--- config.mk ---
export PLATFORM = sky130hd
export DESIGN_NAME = key_event_n
export DESIGN_NICKNAME = d
export VERILOG_FILES = /design/src/rtl/key_pkg.sv /design/src/rtl/key_event_chan.sv /design/src/rtl/key_event_n.sv
export SDC_FILE = /design/constraint.sdc
export NUM_CORES = 1
export LEC_CHECK = 0
export BUFFER_PORTS_ARGS = -buffer_cell sky130_fd_sc_hd__buf_4
export CAP_MARGIN = 5
export CORE_MARGIN = 4
export CORE_UTILIZATION = 60
export CTS_CLUSTER_DIAMETER = 60
export DETAILED_ROUTE_END_ITERATION = 7
export MAX_ROUTING_LAYER = met4
export PLACE_DENSITY = 0.87
export SYNTH_ARGS = -nofsm -noshare
export SYNTH_HDL_FRONTEND = slang
export SYNTH_HIERARCHICAL = 1
export SYNTH_SLANG_ARGS = --single-unit
export TNS_END_PERCENT = 20
--- constraint.sdc ---
create_clock -name clk -period 3.8 [get_ports clk]
set_clock_uncertainty 0.2 [all_clocks]
set_input_delay 0.38 -clock clk [delete_from_list [all_inputs] [get_ports clk]]
set_output_delay 0.38 -clock clk [all_outputs]
set_load 0.01 [all_outputs]
--- src/rtl/key_pkg.sv ---
// rtl/key_pkg.sv - shared state encoding and counter sizing for the key event front end
package key_pkg;

    typedef enum logic [2:0] {
        ST_IDLE    = 3'd0,
        ST_DB_PR   = 3'd1,
        ST_PRESSED = 3'd2,
        ST_HOLD    = 3'd3,
        ST_DB_REL  = 3'd4
    } key_state_e;

    // Width needed to hold the largest tick interval any state compares against.
    function automatic int cnt_width(input int deb_ms, input int long_ms, input int rep_ms);
        int m;
        m = deb_ms;
        if (long_ms > m) m = long_ms;
        if (rep_ms > m) m = rep_ms;
        if (m < 1) m = 1;
        return $clog2(m + 1);
    endfunction

endpackage

--- src/rtl/key_event_chan.sv ---
// rtl/key_event_chan.sv - one key channel: synchroniser, debounce FSM and event pulses
module key_event_chan
    import key_pkg::*;
#(
    parameter int DEB_MS     = 20,
    parameter int LONG_MS    = 1000,
    parameter int REP_MS     = 200,
    parameter bit ACTIVE_LOW = 1'b1
) (
    input  logic clk,
    input  logic rstn,
    input  logic tick,
    input  logic key_in,
    output logic key_level,
    output logic key_press,
    output logic key_release,
    output logic key_long,
    output logic key_repeat
);

    localparam int CW = cnt_width(DEB_MS, LONG_MS, REP_MS);
    localparam logic [CW-1:0] DEB_LAST  = CW'(DEB_MS - 1);
    localparam logic [CW-1:0] LONG_LAST = CW'((LONG_MS != 0) ? LONG_MS - 1 : 0);
    localparam logic [CW-1:0] REP_LAST  = CW'((REP_MS != 0) ? REP_MS - 1 : 0);
    localparam logic          REL_LEVEL = ACTIVE_LOW;

    logic            sync1_q, sync1_d;
    logic            sync2_q, sync2_d;
    logic            raw;
    key_state_e      state_q, state_d;
    logic [CW-1:0]   cnt_q, cnt_d, cnt_inc;
    logic            long_done_q, long_done_d;
    logic            level_q, level_d;
    logic            press_q, press_d;
    logic            rel_q, rel_d;
    logic            long_q, long_d;
    logic            rep_q, rep_d;

    assign raw     = sync2_q ^ ACTIVE_LOW;
    assign cnt_inc = cnt_q + 1'b1;

    always_comb begin
        sync1_d = key_in;
        sync2_d = sync1_q;
    end

    // Compare against the last value before incrementing so the exit happens on the
    // tick that makes the count reach its target; cnt never needs to hold that value.
    always_comb begin
        state_d     = state_q;
        cnt_d       = cnt_q;
        long_done_d = long_done_q;
        level_d     = level_q;
        press_d     = 1'b0;
        rel_d       = 1'b0;
        long_d      = 1'b0;
        rep_d       = 1'b0;
        case (state_q)
            ST_IDLE: begin
                long_done_d = 1'b0;
                if (raw) begin
                    state_d = ST_DB_PR;
                    cnt_d   = '0;
                end
            end
            ST_DB_PR: begin
                if (!raw) begin
                    state_d = ST_IDLE;
                    cnt_d   = '0;
                end else if (tick) begin
                    if (cnt_q == DEB_LAST) begin
                        state_d = ST_PRESSED;
                        cnt_d   = '0;
                        press_d = 1'b1;
                        level_d = 1'b1;
                    end else begin
                        cnt_d = cnt_inc;
                    end
                end
            end
            ST_PRESSED: begin
                if (!raw) begin
                    state_d = ST_DB_REL;
                    cnt_d   = '0;
                end else if (tick && (LONG_MS != 0)) begin
                    if (cnt_q == LONG_LAST) begin
                        state_d     = ST_HOLD;
                        cnt_d       = '0;
                        long_d      = !long_done_q;
                        long_done_d = 1'b1;
                    end else begin
                        cnt_d = cnt_inc;
                    end
                end
            end
            ST_HOLD: begin
                if (!raw) begin
                    state_d = ST_DB_REL;
                    cnt_d   = '0;
                end else if (tick && (REP_MS != 0)) begin
                    if (cnt_q == REP_LAST) begin
                        cnt_d = '0;
                        rep_d = 1'b1;
                    end else begin
                        cnt_d = cnt_inc;
                    end
                end
            end
            ST_DB_REL: begin
                // A bounce back to pressed keeps long_done so the hold is not re-announced.
                if (raw) begin
                    state_d = ST_PRESSED;
                    cnt_d   = '0;
                end else if (tick) begin
                    if (cnt_q == DEB_LAST) begin
                        state_d = ST_IDLE;
                        cnt_d   = '0;
                        rel_d   = 1'b1;
                        level_d = 1'b0;
                    end else begin
                        cnt_d = cnt_inc;
                    end
                end
            end
            default: begin
                state_d = ST_IDLE;
                cnt_d   = '0;
            end
        endcase
    end

    always_ff @(posedge clk) begin
        if (!rstn) begin
            sync1_q     <= REL_LEVEL;
            sync2_q     <= REL_LEVEL;
            state_q     <= ST_IDLE;
            cnt_q       <= '0;
            long_done_q <= 1'b0;
            level_q     <= 1'b0;
            press_q     <= 1'b0;
            rel_q       <= 1'b0;
            long_q      <= 1'b0;
            rep_q       <= 1'b0;
        end else begin
            sync1_q     <= sync1_d;
            sync2_q     <= sync2_d;
            state_q     <= state_d;
            cnt_q       <= cnt_d;
            long_done_q <= long_done_d;
            level_q     <= level_d;
            press_q     <= press_d;
            rel_q       <= rel_d;
            long_q      <= long_d;
            rep_q       <= rep_d;
        end
    end

    assign key_level   = level_q;
    assign key_press   = press_q;
    assign key_release = rel_q;
    assign key_long    = long_q;
    assign key_repeat  = rep_q;

endmodule

--- src/rtl/key_event_n.sv ---
// rtl/key_event_n.sv - N-channel push-button front end sharing one tick timebase
module key_event_n
    import key_pkg::*;
#(
    parameter int N_KEYS     = 4,
    parameter int CLK_HZ     = 50_000_000,
    parameter int TICK_HZ    = 1000,
    parameter int DEB_MS     = 20,
    parameter int LONG_MS    = 1000,
    parameter int REP_MS     = 200,
    parameter bit ACTIVE_LOW = 1'b1
) (
    input  logic              clk,
    input  logic              rstn,
    input  logic [N_KEYS-1:0] key_in,
    output logic [N_KEYS-1:0] key_level,
    output logic [N_KEYS-1:0] key_press,
    output logic [N_KEYS-1:0] key_release,
    output logic [N_KEYS-1:0] key_long,
    output logic [N_KEYS-1:0] key_repeat
);

    localparam int DIV = CLK_HZ / TICK_HZ;
    localparam int DW  = $clog2(DIV);
    localparam logic [DW-1:0] DIV_LAST = DW'(DIV - 1);

    logic [DW-1:0] div_q, div_d;
    logic          tick;

    assign tick = (div_q == DIV_LAST);

    always_comb begin
        div_d = tick ? '0 : div_q + 1'b1;
    end

    always_ff @(posedge clk) begin
        if (!rstn) begin
            div_q <= '0;
        end else begin
            div_q <= div_d;
        end
    end

    for (genvar g = 0; g < N_KEYS; g++) begin : g_chan
        key_event_chan #(
            .DEB_MS     (DEB_MS),
            .LONG_MS    (LONG_MS),
            .REP_MS     (REP_MS),
            .ACTIVE_LOW (ACTIVE_LOW)
        ) u_chan (
            .clk         (clk),
            .rstn        (rstn),
            .tick        (tick),
            .key_in      (key_in[g]),
            .key_level   (key_level[g]),
            .key_press   (key_press[g]),
            .key_release (key_release[g]),
            .key_long    (key_long[g]),
            .key_repeat  (key_repeat[g])
        );
    end

endmodule
# Word level (Yosys, flattened, before mapping)
# Index checks and enable logic that the tools add are counted.
# classes
addsub,5
eq_ne,101
mux,152
bitwise,18
n_reduce_logical,49
# op_table
operator,count
10-bit two-way mux,44
10-bit case mux with 5 select lines,4
3-bit two-way mux,44
3-bit case mux with 5 select lines,4
1-bit two-way mux,48
"2-bit != test, second input constant",24
"10-bit by 1-bit adder with 10-bit output, second input constant",4
"10-bit equality test, second input constant",4
"10-bit by 5-bit equality test with 1-bit output, second input constant",4
"10-bit by 8-bit equality test with 1-bit output, second input constant",4
"2-bit by 1-bit != test with 1-bit output, second input constant",20
"3-bit by 2-bit != test with 1-bit output, second input constant",12
8-bit AND reduction,4
7-bit AND reduction,4
"3-bit by 2-bit equality test with 1-bit output, second input constant",8
"3-bit by 1-bit != test with 1-bit output, second input constant",8
"3-bit != test, second input constant",8
3-bit AND reduction,8
5-bit OR reduction,4
1-bit NOT,18
"16-bit by 1-bit adder with 16-bit output, second input constant",1
"16-bit equality test, second input constant",1
1-bit case mux with 2 select lines,8
4-bit AND reduction,4
other kinds (8),33
# word_totals
ff_bits,100
out_inout_bits,20

# Depth between registers and ports, before layout
# Gate-level depths: netlist (run 1).
# logic_depth
depth_word,5
depth_mapped,10
depth_no_buf,8

# Modules after synthesis
# The synthesis (run 1) kept the hierarchy.
# by_module_without_submodules
mod,n_inst,cells_each,area_each_um2
key_event_chan (g_chan[2].u_chan ...),2,135,1206.2
key_event_chan (g_chan[0].u_chan),1,151,1234.9
key_event_chan (g_chan[1].u_chan),1,145,1234.9
key_event_n,1,79,719.4

# Worst setup path after synthesis (run 1)
# OpenSTA, ideal clock, no wires.
# synth_timing
path_kind,reg2reg
startpoint,reg div_q[5]
endpoint,reg g_chan[0].u_chan.cnt_q[8]
setup_ns,0.133
arrival_time_ns,2.797
path_slack_ns,0.670
stages_incl_launch_ff,9
synth_period_minus_slack_ns,3.130
cell_sequence,dfxtp_1 -> or4b_4 -> nor4_4 -> buf_2 -> or4b_4 -> or4_4 -> a32o_1 -> nand3_1 -> a32oi_1
# synth_between
elab_chain_cells,4
elab_cells_between_ends,8
classes_between,3 x eq/ne; 4 x mux; 1 x reduce/logical
# synth_rtl
item,line_no,rtl
from (decl),key_event_n.sv:27,"logic [DW-1:0] div_q, div_d;"
from (signal assigned),key_event_n.sv:40,div_q <= div_d;
16-bit equality test (*),key_event_n.sv:30,assign tick = (div_q == DIV_LAST);
via tick,key_event_n.sv:28,logic tick;
10-bit two-way mux,-,
10-bit two-way mux (on tied branches),-,
10-bit case mux with 5 select lines,-,
to (signal assigned),key_event_chan.sv:148,cnt_q <= cnt_d;
to (decl),key_event_chan.sv:31,"logic [CW-1:0] cnt_q, cnt_d, cnt_inc;"
# The timed path passes the listed nets; every way through them passes the cells marked *.
# A chain may end at the register's enable or synchronous reset.

# Final worst setup path (run 1)
# layout_timing
startpoint,reg div_q[0]
endpoint,reg g_chan[0].u_chan.cnt_q[4]
# The elaborated chain is that of the path after synthesis.

==> flow_summary.ini, run 1 <==
[status]
outcome = complete, no violations

[synthesis]
postSynth.asyncResetShare = 0
ys_seq_elements = 100
netlist_instances = 645
synth-seq-area-share = 0.357
mappedNetlistNets = 656
synthDistinctLibCells = 86
synth.avg_cell_area_um2 = 8.68
synthFlopType = dfxtp_1
post_synth_instance_area_mm2 = 0.00560
synth-edff-count = 0
synthesis.yosys.warnings = 6

[clock_network]
clkTransAtPathRegs_ps = 90
clkSinkCount = 100
clock-root-buffer = clkbuf_8
h-tree-depth = 3
cts_tree = built
tritoncts.num_buffers = 9
cts_max_path_buffers = 2
cts_resized = 0
worstSkewPairLatency_ps = 350

[global_route]
grt_max_degree = 44
antenna_violations_before_repair = 0
grt.overflow.total = 0
first_global_vias = 4621
grt_first_pass_wirelength_um = 20200
grtUsageTotal = 0.218

[placement]
post-dp-hpwl_um = 8090
finalWeightedCongestion = 0.969
place_inst = 738
place_ws_ps = 773
io_buffer_count = 25

[worst_setup_path]
critPathKind = reg2reg
critical_path.startpoint_type = register
crit_required_ps = 3810
end_kind = register
crit_fanout = 7
cp_data_arrival_time_ps = 3110

[finish]
drive_above_1_share = 0.114
num_antenna_cells = 0
nets = 654
stdcell_count = 755
synthToLayoutAreaGrowth_pct = 4.96

[die]
placeableCoreArea_mm2 = 0.00889
placementRows = 34
die-area_mm2 = 0.0109
initial_core_util = 0.630
boundaryPins = 26
die_x_um = 105
die_h_um = 105

[detailed_routing]
drc = 0
drt_first_pass_iters = 6
dr.first_iter.drc_count = 483
drt.antenna.violating_nets = 0
wl_per_cell_um = 15.4
via_count = 4870
final_wl_um = 11600
routed_via_density = 6.45

[pwr]
leakagePower_nw = 2.00
p_per_area_mw_per_mm2 = 315
peakVddDrop_mv = 0.266

[sta]
timing_max_transition_violations_final = 0
setup_repair_after_global_routing_missed_its_margin = false
fin_tns_setup_ps = 0
tightestPinTransition_ps = 573
max_freq_mhz = 322
fin_crit_sh = 0.816
finalHoldViolCount = 0
timing.max_slew.rel_slack = 0.616
layout_setup_ws_ps = 699
period_needed_ps = 3100
count_of_endpoints_failing_setup_in_the_final_report = 0

[run]
max_cap_violations = 0

[min_path]
min_path_type = in2reg
==> layout by cell type (no fill, tap or decap), types with 9 or more instances in the layout <==
| cell | count |
|---|---|
| nand2_1 | 51 |
| and2_1 | 16 |
| buf_4 | 27 |
| nor2_1 | 61 |
| xnor2_1 | 16 |
| nor4_1 | 9 |
| nor3_1 | 24 |
| inv_1 | 20 |
| a21oi_1 | 17 |
| nand4_1 | 11 |
| nor2b_1 | 10 |
| dfxtp_1 | 100 |
| clkbuf_8 | 10 |
| nand3_1 | 34 |
| a32oi_1 | 15 |
| and3_1 | 9 |
| nand2b_1 | 20 |
==> final timing paths <==
check                                      startpoint                                     end  slack, ps  cells after the start
setup / recovery                  div_q[0]$_SDFF_PP0_  g_chan[0].u_chan/cnt_q[4]$_SDFFE_PN0P_        700                      8
hold reg to reg   g_chan[2].u_chan/sync1_q$_SDFF_PN1_     g_chan[2].u_chan/sync2_q$_SDFF_PN1_        210                      1
setup reg to reg                  div_q[0]$_SDFF_PP0_  g_chan[0].u_chan/cnt_q[4]$_SDFFE_PN0P_        700                      8
hold / removal                              key_in[0]     g_chan[0].u_chan/sync1_q$_SDFF_PN1_         10                      2
==> cell usage after synthesis (5+ instances only) <==
cell | instances | area [um2]
nor2_1 | 61 | 229
o21ai_1 | 8 | 40.0
nor3_1 | 24 | 120
a31oi_1 | 5 | 31.3
and2_1 | 16 | 100
nand4b_1 | 6 | 52.6
nor4_1 | 9 | 56.3
clkbuf_1 | 19 | 71.3
a32o_1 | 7 | 70.1
a21oi_1 | 17 | 85.1
inv_1 | 20 | 75.1
a22o_1 | 8 | 70.1
o21a_1 | 6 | 45.0
o22ai_1 | 7 | 43.8
mux2i_1 | 8 | 80.1
nand3_1 | 34 | 170
nand2b_1 | 20 | 125
nor3b_1 | 5 | 37.5
buf_2 | 12 | 60.1
xnor2_1 | 16 | 140
buf_6 | 10 | 113
and3_1 | 9 | 56.3
o21ai_0 | 8 | 40.0
xor2_1 | 8 | 70.1
a32oi_1 | 15 | 131
nand4_1 | 11 | 68.8
ha_1 | 5 | 62.6
nand2_1 | 51 | 191
nor2b_1 | 10 | 62.6
o2bb2ai_1 | 8 | 70.1
dfxtp_1 | 100 | 2000
==> critical path, stage by stage (launching register included) <==
cell and delay, ps:
dfxtp_1 380, ha_1 190, nand3_1 280, nor4_4 380, or4b_4 520, nor4_2 370
o22ai_1 250, o21ai_0 310, a311oi_1 70
==> kinds of logic after synthesis <==
logic type,count (synthesis),synth area share
AOI/OAI and AO/OA,139,0.197
muxes,9,0.0163
adders and majority gates,5,0.0112
buffers and inverters,62,0.0576
xor gates and xnor gates,24,0.0375
and+or+nand+nor,306,0.323
DFF,100,0.357
==> timing repair <==
| item | in CTS | in global routing |
|---|---|---|
| hold endpoints to repair | 2 | 0 |
| hold buffers | 2 | 0 |
| setup buffers | 0 | 0 |
==> through the flow <==
stage               hold WS [ps]   util  cell area (um2)  total power [mW]
floorplan                    186      -             5600              1.25
global placement             192  0.640             5690              1.27
detailed placement           192  0.640             5690              1.28
CTS                         2.07  0.661             5880              1.87
global route                4.56  0.661             5880              1.94
finish                      12.7  0.661             5880              1.85
==> final cells by class <==
| class | instances | area (um2) |
|---|---|---|
| sequential | 100 | 2000 |
| timing repair buffer | 29 | 223 |
| clock inverter | 4 | 26.3 |
| tap | 108 | 135 |
| clock buffer | 11 | 141 |
| fill | 720 | 3010 |
| multi-input combinational | 483 | 3280 |
| inverter | 20 | 75.1 |
==> state kept, by name, indices dropped and copies added (netlist names) <==
register and cells:
g_chan.u_chan/key_release 4, g_chan.u_chan/key_long 4, div_q 16, g_chan.u_chan/state_q 12, g_chan.u_chan/key_repeat 4, g_chan.u_chan/sync1_q 4, g_chan.u_chan/key_press 4, g_chan.u_chan/cnt_q 40
g_chan.u_chan/sync2_q 4, g_chan.u_chan/key_level 4, g_chan.u_chan/long_done_q 4
==> metal layers <==
layer / vias to the layer above / part of all wire / GRT usage
met2: 138 / 0.50 / 0.376
met1: 2323 / 0.44 / 0.256
met4: 0 / 0.014 / 0.0740
li1: 2387 / - / -
met5: - / 0 / -
met3: 22 / 0.043 / 0.0388
==> where the power goes <==
group / internal [mW] / switching, mW / total [mW] / leakage (nW)
clock network: 0.252 / 0.342 / 0.593 / 0.0852
logic: 0.0758 / 0.0951 / 0.171 / 1.11
registers: 1.06 / 0.0289 / 1.09 / 0.808
(Power assumes the default switching activity.)
==> run 2: changes to the inputs <==
clock period = 3 ns   (was 3.8 ns; I/O delays follow)
==> run 2 against run 1 <==
Effect of this change: critical path depth decreased by 1; global-route usage increased by 0.82 points; worst setup slack got worse by 630 ps; die area unchanged; via count increased by 1.0%; largest power group unchanged; register-to-register slack got worse by 630 ps; utilization increased by 1.7 points; highest routed layer unchanged; hold slack improved by 140 ps.
==> flow_summary.ini, run 2 (synthesis gave the netlist of run 1 again) <==
[min_path]
min_delay_path_depth = 2
holdCritStartpoint = rstn
hold_end = g_chan[3].u_chan/sync1_q$_SDFF_PN1_
min_path_type = in2reg

[global_route]
first_global_vias = 4755
grt_first_pass_wirelength_um = 20900
grt_max_degree = 45
antenna_violations_before_repair = 0
grtUsageTotal = 0.226
grt.overflow.total = 0

[finish]
stdcell_count = 766
layout.cells.most_common = dfxtp_1
nets = 664
final_cell_mix = dfxtp_1 (97), nor2_1 (61), nand2_1 (51)
num_antenna_cells = 0
synthToLayoutAreaGrowth_pct = 7.64
register_with_the_highest_flop_count = g_chan.u_chan/cnt_q
fillCellCount = 688
drive_above_1_share = 0.138
top_regs = g_chan.u_chan/cnt_q: 40 flops, div_q: 16 flops, g_chan.u_chan/state_q: 12 flops
largest_register_ffs = 40

[worst_setup_path]
rr_startpoint = div_q[5]$_SDFF_PP0_
end_kind = register
buf_inv_stages_crit_path = 0
max_stage_delay_ps = 520
critical_path.startpoint_type = register
cp_slowest_cell = or4b_4
path_delay_family = simple AND/OR/NAND/NOR gates
critPathKind = reg2reg
timing.rr.end = g_chan[0].u_chan/cnt_q[8]$_SDFFE_PN0P_
ff2ff_path_depth = 7
crit_fanout = 5
critical-path-top-cell-by-count = or4b_4
r2r_setup_slack_ps = 70
crit_required_ps = 3030
cp_data_arrival_time_ps = 2960
timing.critical_path.cells = or4b_4, nor4_4, or4b_4, or4_4, a32o_2, nand3_1, a32oi_1

[pwr]
finalPower_mw = 2.50
peakVddDrop_mv = 0.254
p_per_area_mw_per_mm2 = 415
leakagePower_nw = 2.08

[sta]
setup_repair_after_global_routing_missed_its_margin = true
timing.max_slew.rel_slack = 0.570
finalHoldViolCount = 0
fin_tns_setup_ps = 0
max_freq_mhz = 341
count_of_endpoints_failing_setup_in_the_final_report = 0
tightestPinTransition_ps = 642
fin_crit_sh = 0.977
period_needed_ps = 2930
timing_max_transition_violations_final = 0

[detailed_routing]
via_count = 4920
final_wl_um = 11900
dr.first_iter.drc_count = 390
drt_first_pass_iters = 6
drc = 0
wl_per_cell_um = 15.5
routed_via_density = 6.42
drt.antenna.violating_nets = 0

[die]
die_x_um = 105
placementRows = 34
initial_core_util = 0.630
die-area_mm2 = 0.0109
die_h_um = 105
placeableCoreArea_mm2 = 0.00889
boundaryPins = 26

[run]
max_cap_violations = 0

[clock_network]
h-tree-depth = 3
cts_max_path_buffers = 2
post-cts-setup-buffers = 0
clkTransAtPathRegs_ps = 90
clock-root-buffer = clkbuf_8
tritoncts.num_buffers = 9
clkSinkCount = 100
cts_tree = built
worstSkewPairLatency_ps = 360

[status]
outcome = complete, no violations

[placement]
place_inst = 746
post-dp-hpwl_um = 8310
finalWeightedCongestion = 0.926
io_buffer_count = 25
## run 2: cell types whose count changed in the layout (fill, tap and decap cells not counted), moves of 2 or more
cell	before	now
buf_4	27	34
dlygate4sd3_1	2	4
nand3_1	34	32
dfxtp_1	100	97
dfxtp_2	0	2
clkbuf_8	10	12
nand3_2	2	4
## run 2: final cells by class
cell class                      instances  area [um2]  share of cell area
Clock buffer                           11         151              0.0251
Clock inverter                          5        58.8             0.00975
Inverter                               20        75.1              0.0125
Multi-Input combinational cell        483        3290               0.546
Sequential cell                       100        2010               0.333
Tap cell                              108         135              0.0224
Timing Repair Buffer                   39         309              0.0513
## run 2: power breakdown
part | internal (mW) | switching, mW | leakage, nW
clock | 0.432 | 0.451 | 0.102
sequential | 1.34 | 0.0224 | 0.810
combinational | 0.108 | 0.148 | 1.17
total | 1.88 | 0.621 | 2.08
## run 2: stage by stage
step / util / setup WS [ps] / instance area (um2) / hold WS [ps]
2_1_floorplan: - / -43.2 / 5610 / 173
5_1_grt: 0.678 / -51.5 / 6030 / 147
3_5_place_dp: 0.648 / 98.8 / 5760 / 195
3_3_place_gp: 0.648 / 171 / 5760 / 189
6_report: 0.678 / 69.6 / 6030 / 148
4_1_cts: 0.676 / 74.1 / 6010 / 133
## run 2: layer usage
| layer | GRT usage | share of wire |
|---|---|---|
| met1 | 0.264 | 0.44 |
| met5 | - | 0 |
| met4 | 0.0703 | 0.019 |
| met3 | 0.0475 | 0.048 |
| met2 | 0.391 | 0.49 |
## run 2: how the worst max path moves through the flow
stage	startpoint	endpoint	slack, ps	cells past startpoint
after floorplan	div_q[10]$_SDFF_PP0_	g_chan[0].u_chan/cnt_q[8]$_SDFFE_PN0P_	-40	8
after global placement	div_q[10]$_SDFF_PP0_	g_chan[0].u_chan/cnt_q[1]$_SDFFE_PN0P_	170	7
after detailed placement	div_q[10]$_SDFF_PP0_	g_chan[0].u_chan/cnt_q[8]$_SDFFE_PN0P_	100	7
after CTS	div_q[10]$_SDFF_PP0_	g_chan[0].u_chan/cnt_q[8]$_SDFFE_PN0P_	70	7
after global routing	div_q[5]$_SDFF_PP0_	g_chan[1].u_chan/cnt_q[1]$_SDFFE_PN0P_	-50	8
final	div_q[5]$_SDFF_PP0_	g_chan[0].u_chan/cnt_q[8]$_SDFFE_PN0P_	70	7
## run 2: repair_timing
action | in CTS | in global routing
setup endpoints to repair | 0 | 15
resized for setup | 0 | 8
hold endpoints to repair | 4 | 0
hold buffers | 4 | 0
